`src/rtl/vram_arbiter.sv`:
```
// Single-port pixel RAM arbiter: VGA scan-out reads win every cycle, buffered CPU
// writes drain in blanking, and CPU reads complete only after the write FIFO is empty.
module vram_arbiter #(
  parameter int FIFO_DEPTH = 8
) (
  input  logic                          vga_clk,
  input  logic                          clrn,
  input  logic                          vga_rdn,
  input  logic [8:0]                    vga_row,
  input  logic [9:0]                    vga_col,
  output logic [7:0]                    vga_data,
  input  logic                          cpu_wr_valid,
  output logic                          cpu_wr_ready,
  input  logic [18:0]                   cpu_wr_addr,
  input  logic [7:0]                    cpu_wr_data,
  input  logic                          cpu_rd_req,
  input  logic [18:0]                   cpu_rd_addr,
  output logic                          cpu_rd_busy,
  output logic                          cpu_rd_ack,
  output logic [7:0]                    cpu_rd_data,
  output logic [18:0]                   ram_addr,
  output logic                          ram_we,
  output logic [7:0]                    ram_wdata,
  input  logic [7:0]                    ram_rdata,
  output logic [$clog2(FIFO_DEPTH):0]   fifo_count
);

  localparam int AW = $clog2(FIFO_DEPTH);
  localparam logic [AW:0] FULL_COUNT = (AW+1)'(FIFO_DEPTH);

  typedef enum logic [1:0] {SLOT_IDLE, SLOT_VGA, SLOT_WRITE, SLOT_READ} slot_e;
  typedef enum logic {RD_IDLE, RD_WAIT} rd_state_e;

  slot_e       slot;
  rd_state_e   rd_state;
  logic [18:0] rd_addr_q;
  logic [18:0] fifo_addr [FIFO_DEPTH];
  logic [7:0]  fifo_data [FIFO_DEPTH];
  logic [AW-1:0] wr_ptr, rd_ptr;
  logic        push, pop;

  assign vga_data     = ram_rdata;
  assign cpu_rd_busy  = (rd_state == RD_WAIT);
  assign cpu_wr_ready = (fifo_count < FULL_COUNT) && !cpu_rd_busy;
  assign push         = cpu_wr_valid && cpu_wr_ready;
  assign pop          = (slot == SLOT_WRITE);

  // NOTE: every always_comb output gets a default first so no path leaves it unassigned (no latch).
  always_comb begin
    slot = SLOT_IDLE;
    if (!vga_rdn)                slot = SLOT_VGA;
    else if (fifo_count != '0)   slot = SLOT_WRITE;
    else if (rd_state == RD_WAIT) slot = SLOT_READ;
  end

  always_comb begin
    ram_addr  = {vga_row, vga_col};
    ram_we    = 1'b0;
    ram_wdata = fifo_data[rd_ptr];
    case (slot)
      SLOT_WRITE: begin
        ram_addr = fifo_addr[rd_ptr];
        ram_we   = 1'b1;
      end
      SLOT_READ: ram_addr = rd_addr_q;
      default: ;
    endcase
  end

  // NOTE: the FIFO storage has no reset; only pointers and count need one, which keeps it RAM-friendly.
  always_ff @(posedge vga_clk) begin
    if (push) begin
      fifo_addr[wr_ptr] <= cpu_wr_addr;
      fifo_data[wr_ptr] <= cpu_wr_data;
    end
  end

  // NOTE: sequential state uses non-blocking assignments so every flop samples pre-edge values.
  always_ff @(posedge vga_clk or negedge clrn) begin
    if (!clrn) begin
      wr_ptr     <= '0;
      rd_ptr     <= '0;
      fifo_count <= '0;
    end else begin
      if (push) wr_ptr <= wr_ptr + 1'b1;
      if (pop)  rd_ptr <= rd_ptr + 1'b1;
      case ({push, pop})
        2'b10:   fifo_count <= fifo_count + 1'b1;
        2'b01:   fifo_count <= fifo_count - 1'b1;
        default: ;
      endcase
    end
  end

  // A pending read holds off new writes, so the FIFO empties and the read slot is reached.
  always_ff @(posedge vga_clk or negedge clrn) begin
    if (!clrn) begin
      rd_state    <= RD_IDLE;
      rd_addr_q   <= '0;
      cpu_rd_ack  <= 1'b0;
      cpu_rd_data <= '0;
    end else begin
      cpu_rd_ack <= 1'b0;
      case (rd_state)
        RD_IDLE: begin
          if (cpu_rd_req) begin
            rd_addr_q <= cpu_rd_addr;
            rd_state  <= RD_WAIT;
          end
        end
        RD_WAIT: begin
          if (slot == SLOT_READ) begin
            cpu_rd_data <= ram_rdata;
            cpu_rd_ack  <= 1'b1;
            rd_state    <= RD_IDLE;
          end
        end
        default: rd_state <= RD_IDLE;
      endcase
    end
  end

endmodule

```
`config.mk`:
```
export PLATFORM = sky130hd
export DESIGN_NAME = vram_arbiter
export DESIGN_NICKNAME = d
export VERILOG_FILES = /design/src/rtl/vram_arbiter.sv
export SDC_FILE = /design/constraint.sdc
export NUM_CORES = 1
export LEC_CHECK = 0
export ABC_AREA = 1
export CAP_MARGIN = 5
export CORE_MARGIN = 5
export CORE_UTILIZATION = 55
export CTS_CLUSTER_DIAMETER = 100
export DETAILED_ROUTE_END_ITERATION = 8
export GPL_TIMING_DRIVEN = 0
export HOLD_SLACK_MARGIN = 0.08
export PLACE_DENSITY = 0.77
export SLEW_MARGIN = 30
export SYNTH_ARGS = -nofsm -noshare
export SYNTH_HDL_FRONTEND = slang
export SYNTH_SLANG_ARGS = --single-unit
```
`constraint.sdc`:
```
create_clock -name vga_clk -period 4.9 [get_ports vga_clk]
set_input_delay 0.735 -clock vga_clk [delete_from_list [all_inputs] [get_ports vga_clk]]
set_output_delay 0.735 -clock vga_clk [all_outputs]
set_load 0.01 [all_outputs]
```
==> metrics <==
Die Area 22140 um^2; reg-to-reg setup timing slack 2.52 ns; htree depth 1; via/cell ratio 5.553; Critical Path AT 2.86 ns; crit path kind primary input to output port; final-report setup violation count 0; Pwr Total 7.421 mW; Max Cap Violations 0; Final Hold Viols 0; cells on worst reg2reg path 12; unrepaired setup endpoints after global routing no; Area Growth Syn to Fin 26.19%; Clock Sinks 255; number of buffers added on ports 128; CTS tree yes; Netlist cell types 30; drt first pass iters 7; Starting Density 0.5627; Rows 50; filler cell count 1231; status finished, final reports clean; clk_skew 0.01397 ns; Inst Count DP 1295; ant diodes 0; final cell count without fillers 1343; DRT Wirelength 27080 um; final instance area 13370 um^2; pin count of the biggest net entering global routing 26; CTS Hold Buffers Added 0; Die Wd 148.8 um; clock-pin slew on the worst setup and hold paths 0.06 ns; global-route total usage across every layer 0.2443; clock root cell clkbuf_16; Crit. Startpoint vga_rdn; fin nets 1146; DR WL/cell 20.17 um; synthesized net count 981; Leak 4.916 nW; pwr dens 555.0 nW/um^2; Rel. slew slack 0.5408; post-DP HPWL 18240 um; Synth top area share 0.6121; cells along the critical path clkdlybuf4s50_1 -> nand2_2 -> nor2_8 -> buf_6 -> nand2_1 -> a21boi_0 -> nand2_1 -> clkdlybuf4s50_1; setup bufs post-CTS 0; initial antenna violation count 0; syn_area_per_cell 11.80 um^2; Min-Delay Path Class primary input to asynchronous set/reset pin; Cells after Synth 898; sequential fraction of the synthesis area 0.7042; post_cts resized 0; critical path's largest stage delay 0.55 ns; Final min period 3.594 ns; cell type with the highest aggregate area in the netlist edfxtp_1; synthesis-stage register bit count 255; Detailed Route Iter0 Violations 852; Syn Std Cell Area 10600 um^2; Final Slew Violations 0; vias in the first global route 7452; most area-consuming cells after synthesis edfxtp_1, dfrtp_1, nor2_1; Worst R2R Start fifo_count[3]; Area after DPL 12470 um^2; drc violations 0; cts bufs inserted 26; Worst setup SP type primary input; Crit path max-delay family buffers and inverters; critical path peak fanout 10; yosys warns 0; smallest hold slack 0.1257 ns; CP bufs+invs 3; area of the core 18830 um^2; Crit Reg-Reg Endpoint fifo_count[2]; antenna viol nets, final 0; Clock Latency Late Sink 0.53 ns; routability cong. 0.8042; Worst-Margin Slew 0.6888 ns; share of cells above drive strength 1 0.1200; Critical Path End Type output port; Max IR drop VDD 0.0003051 V; first-pass GRT wire length 41290 um; clock tree buffer depth 3; die height 148.8 um; total number of vias 7458; Fmax 278.2 MHz; post-route setup TNS 0 ns; # IOs 129; grt ovf 0; crit share post-route 0.7335; WP data required 4.16 ns; slowest CP cell clkdlybuf4s50_1
==> synth_stat cells <==
| cell type | instances |
|---|---|
| a21boi_0 | 18 |
| edfxtp_1 | 216 |
| nor3_1 | 1 |
| buf_2 | 22 |
| nand2_1 | 126 |
| buf_1 | 2 |
| or2_0 | 5 |
| nor2_2 | 1 |
| buf_4 | 14 |
| nand2_2 | 4 |
| nor2_1 | 192 |
| nand4_1 | 1 |
| o22ai_1 | 17 |
| o21ai_0 | 94 |
| inv_2 | 3 |
| nor2_8 | 1 |
| o21ai_1 | 4 |
| clkbuf_1 | 12 |
| o21ai_2 | 1 |
| ha_1 | 5 |
| a21oi_1 | 1 |
| xor2_1 | 5 |
| inv_1 | 14 |
| or2_1 | 13 |
| mux2_2 | 19 |
| buf_6 | 4 |
| dfrtp_1 | 39 |
| nand3_1 | 62 |
| inv_4 | 1 |
| or2_2 | 1 |
==> power by group <==
| part | total (mW) | switching (mW) | leakage, nW | internal (mW) |
|---|---|---|---|---|
| Clock | 2.05 | 0.811 | 0.440 | 1.24 |
| Combinational | 2.71 | 1.64 | 2.06 | 1.06 |
| Sequential | 2.66 | 0.112 | 2.41 | 2.55 |
| Total | 7.42 | 2.57 | 4.92 | 4.85 |
==> how the worst max path moves through the flow <==
stage	endpoint	cells past startpoint
6_report	ram_addr[0]	8
5_1_grt	ram_addr[9]	10
4_1_cts	ram_addr[3]	8
3_5_place_dp	ram_addr[0]	8
3_3_place_gp	fifo_addr[6][15]	4
2_1_floorplan	fifo_addr[0][0]	4
==> logic make-up after synthesis <==
| family | after synthesis | share of synthesized area |
|---|---|---|
| AO/OA/AOI/OAI | 135 | 0.07037 |
| XOR/XNOR | 5 | 0.004133 |
| adder cells (fa/ha/maj) | 5 | 0.005904 |
| buffers and inverters | 72 | 0.03613 |
| flip-flops | 255 | 0.7042 |
| multiplexers | 19 | 0.02019 |
| AND/OR/NAND/NOR | 407 | 0.1591 |
==> cells in the final DEF, fill, tap and decap left out, types with 2 or more instances in the layout <==
cell type	n
edfxtp_1	216
o22ai_1	17
clkinv_2	6
nand3_1	62
o21ai_1	4
nor2_4	8
buf_8	2
dfrtp_1	39
or2_0	5
buf_2	23
mux2_2	19
bufinv_16	5
buf_6	4
clkinv_1	5
inv_1	14
clkinv_4	2
buf_16	6
o21ai_0	94
clkbuf_1	14
inv_2	3
xor2_1	5
nand2_1	126
clkbuf_16	26
buf_1	2
a21boi_0	18
or2_1	13
buf_4	14
clkdlybuf4s50_1	127
nand2_2	4
nor2_1	184
ha_1	5
==> worst register-to-register path, delay by kind of cell, from the launching register on <==
family,cells,cell delay (ns)
AND/OR/NAND/NOR,3,0.40
flip-flops,1,0.44
buffers and inverters,3,0.43
adder cells (fa/ha/maj),2,0.43
AO/OA/AOI/OAI,2,0.22
XOR/XNOR,2,0.33
==> flip-flops by register name (all words and copies together), names as in the netlist, 3 cells and up <==
register     count
rd_addr_q       19
cpu_rd_data      8
fifo_addr      152
fifo_count       4
fifo_data       64
rd_ptr           3
wr_ptr           3
==> layout make-up <==
class | instances | area (um^2) | area share
buffer | 54 | 312.8 | 0.02339
tap | 260 | 325.3 | 0.02433
clock buffer | 28 | 658.1 | 0.04922
sequential | 255 | 7462 | 0.5581
clock inverter | 20 | 240.2 | 0.01797
multi-input combinational | 571 | 2811 | 0.2103
timing repair buffer | 137 | 1491 | 0.1115
inverter | 18 | 70.07 | 0.005240
==> per-layer routing <==
layer | up-vias | GRT usage | part of all wire | routed length (um)
met5 | - | 0 | 0 | 0
met3 | 58 | 0.03920 | 0.093 | 2507
met1 | 3554 | 0.3244 | 0.38 | 10210
li1 | 3463 | - | - | -
met2 | 383 | 0.4101 | 0.50 | 13550
met4 | 0 | 0.09245 | 0.030 | 820
==> metrics by stage <==
stage	setup WS (ns)	utilization
finish	1.306	0.7101
global route	1.166	0.7101
floorplan	2.157	-
CTS	1.281	0.7101
global placement	0.6426	0.6480
detailed placement	1.326	0.6624
No activity file was read; power rests on OpenSTA's default activity.
